--- config.mk ---
export PLATFORM = sky130hd
export DESIGN_NAME = mux2x1_rr_arbiter
export DESIGN_NICKNAME = d
export VERILOG_FILES = /design/src/rtl/mux2x1_rr_arbiter.sv
export SDC_FILE = /design/constraint.sdc
export NUM_CORES = 1
export LEC_CHECK = 0
export ABC_AREA = 1
export BUFFER_PORTS_ARGS = -buffer_cell sky130_fd_sc_hd__buf_2
export CORE_ASPECT_RATIO = 0.5
export CORE_MARGIN = 2
export CORE_UTILIZATION = 50
export CTS_CLUSTER_DIAMETER = 80
export CTS_CLUSTER_SIZE = 8
export DETAILED_ROUTE_END_ITERATION = 6
export GPL_TIMING_DRIVEN = 0
export PLACE_DENSITY = 0.78
export SLEW_MARGIN = 20
export SYNTH_ARGS = -nofsm -noshare
export SYNTH_HDL_FRONTEND = slang
export SYNTH_SLANG_ARGS = --single-unit
--- constraint.sdc ---
create_clock -name clk -period 3.5 [get_ports clk]
set_clock_uncertainty 0.05 [all_clocks]
set_input_delay 0.525 -clock clk [delete_from_list [all_inputs] [get_ports clk]]
set_output_delay 0.525 -clock clk [all_outputs]
set_load 0.01 [all_outputs]
--- src/rtl/mux2x1_rr_arbiter.sv ---
// Two-requester round-robin arbiter feeding a shared 2:1 mux and a one-entry
// valid/ready output register, with per-requester accepted-word counters.
module mux2x1_rr_arbiter #(
  parameter int WIDTH = 8,
  parameter int CNT_W = 16
) (
  input  logic             clk,
  input  logic             rst,
  input  logic             req_a,
  input  logic [WIDTH-1:0] a,
  input  logic             req_b,
  input  logic [WIDTH-1:0] b,
  output logic             gnt_a,
  output logic             gnt_b,
  output logic             sel,
  output logic [WIDTH-1:0] y,
  output logic             y_valid,
  input  logic             y_ready,
  output logic [CNT_W-1:0] cnt_a,
  output logic [CNT_W-1:0] cnt_b
);

  localparam logic [CNT_W-1:0] CNT_ONE = {{(CNT_W-1){1'b0}}, 1'b1};

  logic [WIDTH-1:0] y_q, y_d;
  logic             y_valid_q, y_valid_d;
  logic             sel_q, sel_d;
  logic             last_q, last_d;
  logic [CNT_W-1:0] cnt_a_q, cnt_a_d;
  logic [CNT_W-1:0] cnt_b_q, cnt_b_d;

  logic             space;
  logic             gnt_a_c;
  logic             gnt_b_c;

  // last_q=1 means B won most recently, so A is preferred on a tie.
  always_comb begin
    space   = !y_valid_q || y_ready;
    gnt_a_c = 1'b0;
    gnt_b_c = 1'b0;
    if (!rst && space) begin
      if (req_a && req_b) begin
        gnt_a_c = last_q;
        gnt_b_c = !last_q;
      end else begin
        gnt_a_c = req_a;
        gnt_b_c = req_b;
      end
    end
  end

  always_comb begin
    y_d       = y_q;
    y_valid_d = y_valid_q;
    sel_d     = sel_q;
    last_d    = last_q;
    cnt_a_d   = cnt_a_q;
    cnt_b_d   = cnt_b_q;
    if (gnt_a_c) begin
      y_d       = a;
      sel_d     = 1'b0;
      last_d    = 1'b0;
      y_valid_d = 1'b1;
      cnt_a_d   = cnt_a_q + CNT_ONE;
    end else if (gnt_b_c) begin
      y_d       = b;
      sel_d     = 1'b1;
      last_d    = 1'b1;
      y_valid_d = 1'b1;
      cnt_b_d   = cnt_b_q + CNT_ONE;
    end else if (y_valid_q && y_ready) begin
      y_valid_d = 1'b0;
    end
  end

  always_ff @(posedge clk) begin
    if (rst) begin
      y_q       <= '0;
      y_valid_q <= 1'b0;
      sel_q     <= 1'b0;
      last_q    <= 1'b1;
      cnt_a_q   <= '0;
      cnt_b_q   <= '0;
    end else begin
      y_q       <= y_d;
      y_valid_q <= y_valid_d;
      sel_q     <= sel_d;
      last_q    <= last_d;
      cnt_a_q   <= cnt_a_d;
      cnt_b_q   <= cnt_b_d;
    end
  end

  assign gnt_a   = gnt_a_c;
  assign gnt_b   = gnt_b_c;
  assign y       = y_q;
  assign y_valid = y_valid_q;
  assign sel     = sel_q;
  assign cnt_a   = cnt_a_q;
  assign cnt_b   = cnt_b_q;

endmodule
Word-level counts from Yosys, hierarchy flattened
Index checks and enable logic that the tools add are counted.

Register bits after elaboration: 43. Input bits: 21. Output and inout bits: 44.

Add/subtract/negate cells: 2. Muxes and demuxes: 11. Bitwise logic cells: 1. Reduce and logical (&&, ||, !) cells: 11.

Operators by type and width (number): 16-bit by 1-bit adder with 16-bit output, second input constant (2); 8-bit two-way mux (2); 1-bit two-way mux (9); 1-bit logical AND (3); 1-bit logical NOT (3); 3-bit nonzero test (1); 2-bit AND reduction (1); 2-bit nonzero test (1); 2-bit OR reduction (1); 1-bit logical OR (1); 1-bit inverter (1).

Logic depth before layout (Yosys ltp)
Depth in word-level cells: 6. Mapped depth: 9.

Worst setup path after synthesis
Ideal clock, no wire load.

Path kind: input-to-output. Start: in rst. End: out gnt_b. Data arrival time: 1.119 ns. Path slack: 1.806 ns. Cell stages on the path: 5. Path through: buf_6 -> inv_2 -> nand2_4 -> nor2_4 -> buf_4.

Cells in the longest elaborated chain, start to end: 3.

RTL lines: start, declared (line 8) `input logic rst,`; 1-bit logical NOT (line 41) `if (!rst && space) begin`; 1-bit logical AND (line 41); 1-bit two-way mux (line 41); end, declared (line 14) `output logic gnt_b,`.

Every way passes these cells.

Worst setup path after layout
Start: reg y_valid_q (netlist: y_valid). End: out gnt_b.

Cells in the longest elaborated chain, start to end: 4.

RTL lines: start, declared (line 26) `logic y_valid_q, y_valid_d;`; start signal, assigned (line 86) `y_valid_q <= y_valid_d;`; 1-bit logical NOT (line 38) `space = !y_valid_q || y_ready;`; 1-bit logical OR (line 38); 1-bit logical AND (line 41); 1-bit two-way mux (line 41).

Every way passes these cells.

==> results.toml <==
[logic_synthesis]
yosysUniqueCellTypes = 33
syn-cell-area_um2 = 2320
synthFlopType = "dfxtp_1"
yosysWarnings = 0
ys_seq_area_share_pct = 37.0
synth_area_leaders = "dfxtp_1 (37%), nand2_1 (16%), nor2_1 (10%), nand3_1 (7.8%), inv_1 (6.0%)"
netlist_instances = 350
synth_top_area_cell = "dfxtp_1"
avgSynthCellArea_um2 = 6.64
synth-seq-cells = 43
synthArstFlopShare_pct = 0
postSynthNetCount = 373
synth_edf_count = 0
synth_top_area_share_pct = 37.0

[grt]
grt_max_degree = 13
grt_pass1_wl_um = 8850
grt_pass1_vias = 2125
antenna_found_initial = 0
grt_remaining_overflow = 0
track_usage_pct = 21.4

[final_layout]
layout.nets = 443
finalNonFillerCells = 478
antenna_cells = 0
layout-drive-gt1-share_pct = 23.5
syn_to_final_growth_pct = 20.9

[setup_path]
rr_worst_depth = 8
crit_slowest_cell = "dfxtp_1"
crit_path_start_kind = "flop"
end_kind = "primary output"
cp_cell_sequence = "nand2_1 -> nand2_4 -> nor2_4 -> buf_4 -> buf_2"
cp_data_arrival_time_ns = 1.45
cp.required_ns = 2.92
worst-setup-path-type = "reg2out"
worstPathMaxFanout = 10
slowest_delay_ns = 0.36

[sta]
period_needed_ns = 2.02
drv_slew = 0
tightestPinTransition_ns = 0.560
hold_viol = 0
period_share_pct = 57.8
slew_headroom_pct = 62.7
fin_tns_setup_ns = 0
rsz0062_at_grt = "false"
setup_viol = 0
fmax_mhz = 494

[floorplan]
die_y_um = 52.2
ios = 65
dieArea_um2 = 5240
fp.coreArea_um2 = 4420
start_util_pct = 52.5
die_w_um = 100
fp-row-count = 17

[clock_tree]
postCtsSetupRepairBufs = 0
clockRootBuffer = "clkbuf_8"
clk_pin_slew_ns = 0.08
max-clock-path-buffers = 2
htreeDepth = 2
cts_sinks = 43
holdBufCountCts = 0
clkLatencyLatePin_ns = 0.30
ctsResizeCount = 0
cts_made_buffers = 5
tritoncts = "built"

[power_and_ir_drop]
leakagePower_nw = 1.36
vdd_drop_max_mv = 0.173
p_per_area_nw_per_um2 = 352
power.total_mw = 0.989

[place]
hpwl_um = 4120
io_buffer_count = 63
place_inst = 470
place.gp.congestion = 0.791

[run]
maxCapViolCount = 0

[routing]
wl_per_cell_um = 11.3
route.final.wire_length_um = 5410
drc = 0
avgViaCountPerCell = 5.02
drt-pass1-iter-count = 4
antenna_left = 0
drt_iter0_drc = 66
vias = 2400

[outcome]
status = "completed"

[min_path]
min_path_type = "in2reg"
hold_depth = 2
-- synth_stat cells, types with 2 or more instances --
master	n
nor2_1	63
nand3b_1	2
xor2_1	2
nand3_1	36
nand2_1	99
dfxtp_1	43
nor3_1	8
nor2_4	2
inv_1	37
buf_2	2
nor3_2	2
nand2_4	3
o21ai_0	3
nor2_2	5
a21oi_1	14
buf_6	6
ha_1	2
nand4_1	6
-- worst paths after layout --
kind                               start        end  slack [ns]
worst max-delay path             y_valid      gnt_b        1.48
worst min-delay path                 rst   cnt_a[4]        0.38
worst max register to register  cnt_b[0]  cnt_b[12]        1.93
worst min register to register      y[3]       y[3]        0.44
-- flip-flops by register name, indices dropped and copies added, names as in the netlist --
register  cells
cnt_a        16
cnt_b        16
last_q        1
sel           1
y             8
y_valid       1
-- report_power, final --
group | internal [mW] | switching (mW)
Combinational | 0.0522 | 0.0760
Clock | 0.180 | 0.165
Sequential | 0.504 | 0.0115
-- kinds of logic (layout without fill, tap and decap cells) --
family,count (synthesis),in the layout,synth area share [%]
and+or+nand+nor,231,231,44.9
buffers and inverters,49,120,10.1
xor gates and xnor gates,2,2,0.754
AOI/OAI and AO/OA,23,23,6.09
DFF,43,43,37.0
adders and majority gates,2,2,1.08
-- worst max-delay path: cells and delay by family, from the launching register on --
family	cells	cell delay (ns)
buffers and inverters	2	0.36
DFF	1	0.36
and+or+nand+nor	3	0.44
-- per-stage QoR --
| step | cell area (um^2) | worst slack, ns | hold WS (ns) | util, % |
|---|---|---|---|---|
| 2_1_floorplan | 2320 | 1.81 | 0.450 | - |
| 3_3_place_gp | 2710 | 1.50 | 0.411 | 61.3 |
| 3_5_place_dp | 2710 | 1.48 | 0.425 | 61.3 |
| 4_1_cts | 2810 | 1.47 | 0.378 | 63.5 |
| 5_1_grt | 2810 | 1.41 | 0.383 | 63.5 |
| 6_report | 2810 | 1.48 | 0.385 | 63.5 |
-- routing by layer --
layer	share of wire (%)	up-vias	wire (um)	track usage [%]
li1	-	1243	-	-
met3	5.0	7	271	4.67
met2	49	44	2670	40.2
met1	45	1106	2410	24.5
met4	1.0	0	55	7.76
met5	0	-	0	0
-- cells in the final DEF (no fill, tap or decap), drive strengths merged --
cell type	synthesis	layout
ha	2	2
nor2	71	71
a21o	1	1
buf	10	73
nor3	11	11
o21ai	5	5
nand3	36	36
a31oi	1	1
a21oi	15	15
clkbuf	1	9
nand2	103	103
a211oi	1	1
and3	1	1
nand3b	2	2
or2	1	1
dfxtp	43	43
xor2	2	2
inv	38	38
nand4	6	6
-- area by class of cell --
type	count	area, um^2
flip-flops and latches	43	861
well taps	57	71.3
clock buffers	8	100
inverters	38	143
fillers	420	1610
plain buffers	11	92.6
multi-input cells	258	1230
repair buffers	63	315
No activity file was read; power rests on OpenSTA's default activity.
